===== src/rtl/mem_arb_pkg.sv =====
// Shared types for the memory arbiter: access width encoding, arbiter state
// and grant owner.
package mem_arb_pkg;

  // Access width, same encoding as the control unit's DataWidth.
  typedef enum logic [1:0] {
    WIDTH_WORD = 2'b00,
    WIDTH_HALF = 2'b01,
    WIDTH_BYTE = 2'b10
  } width_e;

  // Arbiter sequencing: wait for a request, run one memory access, ack.
  typedef enum logic [1:0] {
    IDLE = 2'd0,
    BUSY = 2'd1,
    DONE = 2'd2
  } state_e;

  // Which requester owns the current access.
  typedef enum logic {
    OWN_DATA  = 1'b0,
    OWN_FETCH = 1'b1
  } owner_e;

endpackage


===== src/rtl/mem_arbiter_lane_align.sv =====
// lane_align: combinational byte-lane handling for data accesses.
// Stores get byte enables and lane-replicated write data; loads get the
// selected byte/half extracted and sign- or zero-extended; misaligned
// half/word accesses are flagged.
module lane_align
  import mem_arb_pkg::*;
(
  input  logic [1:0]  width,
  input  logic [1:0]  offset,
  input  logic        we,
  input  logic        zero_ext,
  input  logic [31:0] wdata,
  input  logic [31:0] rdata,
  output logic [3:0]  be,
  output logic [31:0] wdata_rep,
  output logic [31:0] rdata_ext,
  output logic        misalign
);

  logic [31:0] shifted;

  // Bring the addressed lane down to bit 0 for extraction.
  assign shifted = rdata >> {offset, 3'b000};

  // Per-width enables, replication, extension and alignment check.
  always_comb begin
    be        = 4'b1111;
    wdata_rep = wdata;
    rdata_ext = rdata;
    misalign  = 1'b0;
    case (width)
      WIDTH_BYTE: begin
        if (we) begin
          be        = 4'b0001 << offset;
          wdata_rep = {4{wdata[7:0]}};
        end
        rdata_ext = {{24{shifted[7] & ~zero_ext}}, shifted[7:0]};
      end
      WIDTH_HALF: begin
        misalign = offset[0];
        if (we) begin
          be        = 4'b0011 << offset;
          wdata_rep = {2{wdata[15:0]}};
        end
        rdata_ext = {{16{shifted[15] & ~zero_ext}}, shifted[15:0]};
      end
      default: begin
        // Word (the unused encoding 11 is treated as a word too).
        misalign = |offset;
      end
    endcase
  end

endmodule


===== src/rtl/mem_arbiter.sv =====
// mem_arbiter: shares one memory port between instruction fetch and
// load/store. Requests are evaluated only in IDLE; an access runs in BUSY
// until mem_ready, then the owner's ack pulses for the single DONE cycle.
// Misaligned data requests skip memory and go straight to DONE.
// Build option MEM_ARB_RR_EN: round-robin between simultaneous requests
// instead of fixed data-first priority.
//
// Handshake: a requester raises *_req with its inputs stable and keeps them
// so until its *_ack pulse; the memory sees mem_en with address/controls
// stable and completes on the cycle mem_ready is high.
module mem_arbiter
  import mem_arb_pkg::*;
#(
  parameter int ADDR_WIDTH = 32
) (
  input  logic                  clk,
  input  logic                  rst_n,
  input  logic                  if_req,
  input  logic [ADDR_WIDTH-1:0] if_addr,
  output logic [31:0]           if_rdata,
  output logic                  if_ack,
  input  logic                  d_req,
  input  logic                  d_we,
  input  logic [ADDR_WIDTH-1:0] d_addr,
  input  logic [31:0]           d_wdata,
  input  logic [1:0]            d_width,
  input  logic                  d_unsigned,
  output logic [31:0]           d_rdata,
  output logic                  d_ack,
  output logic                  d_misalign,
  output logic                  mem_en,
  output logic                  mem_we,
  output logic [ADDR_WIDTH-1:0] mem_addr,
  output logic [31:0]           mem_wdata,
  output logic [3:0]            mem_be,
  input  logic [31:0]           mem_rdata,
  input  logic                  mem_ready,
  output logic                  stall,
  output logic [1:0]            dbg_state
);

  state_e state_q, state_d;
  owner_e owner_q, owner_d;

  logic        pick_data;
  logic        load_req;
  logic        take_misalign;
  logic [3:0]  al_be;
  logic [31:0] al_wdata;
  logic [31:0] al_rdata;
  logic        al_misalign;

  logic [ADDR_WIDTH-1:0] mem_addr_q;
  logic                  mem_we_q;
  logic [31:0]           mem_wdata_q;
  logic [3:0]            mem_be_q;
  logic [31:0]           if_rdata_q;
  logic [31:0]           d_rdata_q;
  logic                  misalign_q;

  // Fetch addresses are word aligned by contract; the low bits are dropped.
  logic unused_if_lsb;
  assign unused_if_lsb = ^if_addr[1:0];

  lane_align u_lane_align (
    .width     (d_width),
    .offset    (d_addr[1:0]),
    .we        (d_we),
    .zero_ext  (d_unsigned),
    .wdata     (d_wdata),
    .rdata     (mem_rdata),
    .be        (al_be),
    .wdata_rep (al_wdata),
    .rdata_ext (al_rdata),
    .misalign  (al_misalign)
  );

`ifdef MEM_ARB_RR_EN
  owner_e last_q;

  // On a tie, serve whoever was not granted last.
  assign pick_data = d_req & (~if_req | (last_q == OWN_FETCH));

  // Remember the most recent grant; reset favours data on the first tie.
  always_ff @(posedge clk) begin
    if (!rst_n) begin
      last_q <= OWN_FETCH;
    end else if (state_q == IDLE && (d_req || if_req)) begin
      last_q <= owner_d;
    end
  end
`else
  // Fixed priority: data always wins a tie.
  assign pick_data = d_req;
`endif

  // State and owner registers.
  always_ff @(posedge clk) begin
    if (!rst_n) begin
      state_q <= IDLE;
      owner_q <= OWN_DATA;
    end else begin
      state_q <= state_d;
      owner_q <= owner_d;
    end
  end

  // Next-state logic and grant decision.
  always_comb begin
    state_d       = state_q;
    owner_d       = owner_q;
    load_req      = 1'b0;
    take_misalign = 1'b0;
    case (state_q)
      IDLE: begin
        if (d_req || if_req) begin
          owner_d = pick_data ? OWN_DATA : OWN_FETCH;
          if (pick_data && al_misalign) begin
            state_d       = DONE;
            take_misalign = 1'b1;
          end else begin
            state_d  = BUSY;
            load_req = 1'b1;
          end
        end
      end
      BUSY: begin
        if (mem_ready) state_d = DONE;
      end
      DONE: begin
        state_d = IDLE;
      end
      default: begin
        state_d = IDLE;
      end
    endcase
  end

  // Latch memory controls at grant and capture read data on completion.
  always_ff @(posedge clk) begin
    if (!rst_n) begin
      mem_addr_q  <= '0;
      mem_we_q    <= 1'b0;
      mem_wdata_q <= '0;
      mem_be_q    <= '0;
      if_rdata_q  <= '0;
      d_rdata_q   <= '0;
      misalign_q  <= 1'b0;
    end else begin
      if (load_req) begin
        if (owner_d == OWN_DATA) begin
          mem_addr_q  <= {d_addr[ADDR_WIDTH-1:2], 2'b00};
          mem_we_q    <= d_we;
          mem_wdata_q <= al_wdata;
          mem_be_q    <= al_be;
        end else begin
          mem_addr_q  <= {if_addr[ADDR_WIDTH-1:2], 2'b00};
          mem_we_q    <= 1'b0;
          mem_wdata_q <= '0;
          mem_be_q    <= 4'b1111;
        end
      end
      if (state_q == IDLE) begin
        misalign_q <= take_misalign;
      end
      if (take_misalign) begin
        d_rdata_q <= '0;
      end
      if (state_q == BUSY && mem_ready) begin
        if (owner_q == OWN_DATA) begin
          d_rdata_q <= d_we ? 32'h0 : al_rdata;
        end else begin
          if_rdata_q <= mem_rdata;
        end
      end
    end
  end

  assign mem_en     = (state_q == BUSY);
  assign mem_we     = mem_we_q & (state_q == BUSY);
  assign mem_addr   = mem_addr_q;
  assign mem_wdata  = mem_wdata_q;
  assign mem_be     = mem_be_q;
  assign if_ack     = (state_q == DONE) && (owner_q == OWN_FETCH);
  assign d_ack      = (state_q == DONE) && (owner_q == OWN_DATA);
  assign d_misalign = d_ack & misalign_q;
  assign if_rdata   = if_rdata_q;
  assign d_rdata    = d_rdata_q;
  assign stall      = (if_req & ~if_ack) | (d_req & ~d_ack);
  assign dbg_state  = state_q;

endmodule


===== config.mk =====
export PLATFORM = sky130hd
export DESIGN_NAME = mem_arbiter
export DESIGN_NICKNAME = d
export VERILOG_FILES = /design/src/rtl/mem_arb_pkg.sv /design/src/rtl/mem_arbiter_lane_align.sv /design/src/rtl/mem_arbiter.sv
export SDC_FILE = /design/constraint.sdc
export NUM_CORES = 1
export LEC_CHECK = 0
export ABC_AREA = 0
export CAP_MARGIN = 30
export CORE_MARGIN = 2
export CORE_UTILIZATION = 40
export DETAILED_ROUTE_END_ITERATION = 10
export GPL_TIMING_DRIVEN = 0
export HOLD_SLACK_MARGIN = 0.03
export MAX_ROUTING_LAYER = met4
export PLACE_DENSITY_LB_ADDON = 0.25
export RECOVER_POWER = 50
export SLEW_MARGIN = 20
export SYNTH_ARGS = -nofsm -noshare
export SYNTH_HDL_FRONTEND = slang
export SYNTH_SLANG_ARGS = --single-unit

===== constraint.sdc =====
create_clock -name clk -period 4.1 [get_ports clk]
set_input_delay 0.82 -clock clk [delete_from_list [all_inputs] [get_ports clk]]
set_output_delay 0.82 -clock clk [all_outputs]
set_load 0.03 [all_outputs]

# ---- Word level (Yosys, flattened, before mapping)
# Index checks and enable logic that the tools add are counted.
dict set report word_totals {
  ff_bits 137
  inputBits 137
  output_inout_bits 140
  elab_cells 67
}
dict set report classes {
  eq_ne 6
  n_shift 3
  muxes 29
  bitwise_logic 11
  reduce_logical 9
}
# op count
set ops {}
lappend ops {{32-bit two-way mux} 8}
lappend ops {{32-bit case mux with 2 select lines} 2}
lappend ops {{32-bit by 5-bit right shift with 16-bit output} 1}
lappend ops {{4-bit two-way mux} 3}
lappend ops {{1-bit two-way mux} 10}
lappend ops {{4-bit case mux with 2 select lines} 1}
lappend ops {{1-bit AND} 6}
lappend ops {{2-bit two-way mux} 3}
lappend ops {{2-bit by 1-bit equality test with 1-bit output, second input constant} 2}
lappend ops {{2-bit equality test, second input constant} 2}
lappend ops {{1-bit logical AND} 4}
lappend ops {{1-bit NOT} 4}
lappend ops {{2-bit case mux with 2 select lines} 1}
lappend ops {{2-bit AND reduction} 2}
lappend ops {{1-bit by 2-bit << shifter with 4-bit output, first input constant} 1}
lappend ops {{2-bit by 2-bit << shifter with 4-bit output, first input constant} 1}
lappend ops {{2-bit logical NOT} 1}
lappend ops {{2-bit by 1-bit inequality test with 1-bit output, second input constant} 1}
lappend ops {{2-bit inequality test, second input constant} 1}
lappend ops {{1-bit case mux with 2 select lines} 1}
lappend ops {{2-bit OR reduction} 1}
lappend ops {{1-bit logical OR} 1}
lappend ops {{1-bit bitwise OR} 1}

# ---- Depth between registers and ports, before layout
dict set report logic_depth {
  word_depth 9
  ltp_mapped 10
}

# ---- Modules after synthesis
# A second synthesis with hierarchy kept.
dict set report unflattened {
  hier_cells 791
  area_unflattened_um2 6789.0
}
# mod n_inst cells_each area_each_um2
set modules_own_cells {}
lappend modules_own_cells {mem_arbiter 1 570 5387.7}
lappend modules_own_cells {lane_align 1 221 1401.3}

# ---- Worst setup path after synthesis
# No wires, ideal clock.
dict set report synth_path {
  path_kind {register to output}
  from {register state_q[1] (netlist: dbg_state[1])}
  to {output stall}
  t_arrival_ns 1.940
  path_slack_ns 1.340
  stages_incl_launch_ff 4
  path_cell_list {dfxtp_1 -> buf_6 -> nor3b_1 -> o22ai_1}
}
dict set report synth_via {
  elab_chain_len 5
  elab_cells_between_ends 8
  classes_between {eq/ne: 1; bitwise: 5; reduce/logical: 2}
}
# element line_no
set synth_lines {}
lappend synth_lines {{start, declared} mem_arbiter.sv:42} ;# state_e state_q, state_d;
lappend synth_lines {{start signal, assigned} mem_arbiter.sv:103} ;# state_q <= state_d;
lappend synth_lines {{2-bit equality test} mem_arbiter.sv:185} ;# assign d_ack = (state_q == DONE) && (owner_q == OWN_DATA);
lappend synth_lines {{1-bit logical AND} mem_arbiter.sv:185}
lappend synth_lines {{named net d_ack} mem_arbiter.sv:29} ;# output logic d_ack,
lappend synth_lines {{1-bit NOT} mem_arbiter.sv:189} ;# assign stall = (if_req & ~if_ack) | (d_req & ~d_ack);
lappend synth_lines {{1-bit AND} mem_arbiter.sv:189}
lappend synth_lines {{1-bit bitwise OR} mem_arbiter.sv:189}
lappend synth_lines {{end, declared} mem_arbiter.sv:38} ;# output logic stall,
# The timed path passes the listed nets, and every way through them passes these cells.

# ---- Worst setup path after layout
dict set report layout_path {
  from {input d_addr[0]}
  to {register d_rdata_q[29] (netlist: d_rdata[29])}
}
dict set report layout_via {
  elab_chain_len 9
  elab_cells_between_ends 14
  classes_between {shift: 1; mux: 9; bitwise: 2; reduce/logical: 2}
}
# element line_no
set layout_lines {}
lappend layout_lines {{start, declared} mem_arbiter.sv:24} ;# input logic [ADDR_WIDTH-1:0] d_addr,
lappend layout_lines {{parallel branches: the longest is 8 deep, another holds 32-bit by 5-bit right shift with 16-bit output} n/a}
lappend layout_lines {{32-bit two-way mux *} mem_arbiter.sv:169} ;# if (state_q == BUSY && mem_ready) begin
lappend layout_lines {{end signal, assigned} mem_arbiter.sv:171} ;# d_rdata_q <= d_we ? 32'h0 : al_rdata;
lappend layout_lines {{end, declared} mem_arbiter.sv:58} ;# logic [31:0] d_rdata_q;
# Mark *: on every way between the ends.
# A chain may end at the register's enable or synchronous reset.

==> results.py <==
metrics = {
    "synthesis": {
        "synth_top_area_share_pct": 43.4,
        "synth.largest_area_cell": "dfxtp_1",
        "synth.mux.area_fraction_pct": 9.02,
        "ys_warn_count": 0,
        "syn-cell-area_um2": 6230,
        "synth-xor-area-share_pct": 0,
        "synth_area_per_cell_um2": 9.29,
        "synthCells": 671,
        "synth_ff_type": "dfxtp_1",
        "ys_top_cells_by_area": "dfxtp_1 (43%), a21oi_1 (6.3%), mux2i_1 (5.9%)",
        "synthArstFlopShare_pct": 0,
        "synth_compound_area_share_pct": 30.4,
        "synth_seq_cells": 135,
        "ys_types": 46,
        "synth_edf_count": 0,
        "synthSimpleGateAreaFrac_pct": 9.78,
        "synthAdderAreaFrac_pct": 1.20,
        "synth_top_family_by_area": "compound AO/OA/AOI/OAI gates",
        "yosysSeqAreaShare_pct": 43.4,
    },
    "clock_network": {
        "clk_pin_slew_ns": 0.06,
        "clockBufferDepth": 2,
        "cts.sinks": 135,
        "hold_buffers": 0,
        "cts_made_buffers": 17,
        "tritoncts": "yes",
        "root_buffer": "clkbuf_16",
        "clk_latency_ns": 0.42,
        "post_cts_resize_count": 0,
        "post_cts_buffers": 0,
        "htree_levels": 4,
    },
    "setup_path": {
        "critPathLaunchType": "input pin",
        "crit_path_end_kind": "register",
        "slowest_stage": "clkdlybuf4s50_1",
        "critical_path_arrival_ns": 3.71,
        "path_cells": "clkdlybuf4s50_1 > buf_2 > inv_1 > ha_1 > nor2b_1 > o21ai_0 > o221a_2 > clkbuf_1 > a221o_1",
        "crit_type": "in2reg",
        "crit_fanout": 10,
        "required_ns": 4.40,
        "cp_slowest_stage_delay_ns": 0.61,
    },
    "power_and_ir_drop": {
        "leakagePower_nw": 4.18,
        "ir_worst_vdd_uv": 281,
        "finalPower_mw": 4.04,
        "p_per_area_nw_per_um2": 411,
    },
    "routing": {
        "num_vias": 6485,
        "drt_iter0_markers": 411,
        "wire_per_inst_um": 18.9,
        "ant_nets": 0,
        "drcViolationCount": 0,
        "wirelength_um": 22000,
        "firstDrtPassIters": 5,
        "vias_per_cell": 5.57,
    },
    "grt": {
        "grtUsageTotal_pct": 27.1,
        "first_global_vias": 6163,
        "grt_pass1_wl_um": 33600,
        "grt_max_degree": 17,
        "grt_overflow": 0,
        "antenna_found_initial": 1,
    },
    "die": {
        "die_y_um": 129,
        "initial_core_util_pct": 41.0,
        "dieArea_um2": 16600,
        "die_x_um": 129,
        "num_rows": 45,
        "core_area_um2": 15200,
        "io_pins": 277,
    },
    "cells_and_area": {
        "n_fill_cell": 1303,
        "final_cell_mix": "clkdlybuf4s50_1 (146), dfxtp_1 (135), dlygate4sd3_1 (125)",
        "layout_commonest_cell": "clkdlybuf4s50_1",
        "multi_input_area_um2": 3150,
        "area_growth_pct": 57.7,
        "regArea_um2": 2700,
        "drive_above_1_share_pct": 7.38,
        "num-nets-final": 1105,
    },
    "run_status": {
        "status": "finished clean",
    },
    "flow_run": {
        "timing.max_cap.violations": 0,
    },
    "sta": {
        "finalCriticalPeriod_ns": 3.41,
        "setup_tns_ns": 0,
        "max_freq_mhz": 294,
        "relSlewSlack_pct": 53.2,
        "tightest_slew_ns": 0.702,
        "hold_viol": 0,
        "setup_viol": 0,
        "drv_slew": 0,
        "fin_crit_sh_pct": 83.1,
        "skew_ns": 0.00574,
        "rsz0062_at_grt": "false",
    },
    "place": {
        "port_buffers": 271,
        "gp_congestion": 0.853,
        "dp_hpwl_um": 16600,
    },
    "hold_path": {
        "min_path_type": "reg2reg",
    },
}
==> cells by family after synthesis <==
kind of cell,count (synthesis)
flip-flops,135
AND/OR/NAND/NOR,135
AO/OA/AOI/OAI,259
buffers and inverters,88
adder cells (fa/ha/maj),6
other,1
multiplexers,47
==> state kept, by name, indices dropped and copies added (netlist names) <==
name,cells
d_rdata,32
dbg_state,2
if_rdata,32
mem_addr,30
mem_be,4
mem_wdata,32
mem_we_q,1
misalign_q,1
owner_q,1
==> path summary, 6_finish.rpt <==
path,from,end,slack (ns),depth (start not counted)
worst max register to register,dbg_state[0]$_SDFFE_PN0P_,mem_addr[25]$_SDFFE_PN0P_,2.02,7
worst min register to register,if_rdata[12]$_SDFFE_PN0P_,if_rdata[12]$_SDFFE_PN0P_,0.45,2
worst max-delay path,d_addr[0],d_rdata[29]$_SDFF_PN0_,0.69,9
worst min-delay path,if_rdata[12]$_SDFFE_PN0P_,if_rdata[12]$_SDFFE_PN0P_,0.45,2
==> where the power goes <==
part           switching [mW]  internal (mW)
Clock                   0.611           1.04
Combinational           0.545          0.408
Sequential             0.0420           1.39
==> per-stage QoR <==
stage	worst slack [ns]	cell area [µm²]	util, %	hold WS [ns]	std cells
floorplan	1.34	6230	-	0.445	672
detailed placement	0.304	9180	60.4	0.449	1131
global route	0.563	9820	64.6	0.475	1164
CTS	0.737	9820	64.6	0.457	1163
global placement	0.315	9180	60.4	0.441	1131
finish	0.695	9820	64.6	0.451	1164
==> final cells by class <==
cell class	count	area share, %
buffer	70	3.20
tap	188	2.39
sequential	135	27.5
inverter	18	0.688
clock buffer	18	4.47
clock inverter	14	2.03
antenna	1	0.0255
timing repair buffer	271	27.6
multi-input combinational	449	32.1
==> synthesized netlist by cell type (3+ instances only) <==
cell type / count
dfxtp_1: 135
nand2_1: 95
a21oi_1: 79
clkbuf_1: 48
mux2i_1: 37
a211oi_1: 31
a22o_1: 24
a22oi_1: 23
inv_1: 18
o22ai_1: 18
a221o_1: 17
a32o_1: 16
o2bb2ai_1: 16
buf_2: 11
a21o_1: 8
a41o_1: 8
nor2_1: 8
o21ai_0: 8
mux4_2: 7
ha_1: 6
o221a_2: 5
and2_1: 4
buf_1: 4
buf_4: 4
nand3_1: 4
nor2b_1: 4
and3b_1: 3
buf_6: 3
mux2_2: 3
nand2b_1: 3
nor3b_1: 3
or2_2: 3
==> per-layer routing <==
layer	part of all wire (%)	wire, µm	global-route usage, %	vias up
met4	2.1	453	9.59	0
met3	7.6	1670	6.99	33
met2	48	10500	42.4	281
met1	42	9300	33.8	3066
li1	-	-	-	3105
met5	0	0	-	-
==> worst max-delay path, delay by kind of cell <==
family / cells / cell delay [ns]
buffers and inverters: 4 / 1.36
AO/OA/AOI/OAI: 3 / 1.03
adder cells (fa/ha/maj): 1 / 0.24
AND/OR/NAND/NOR: 1 / 0.24
Power figures use the tool's default switching activity.
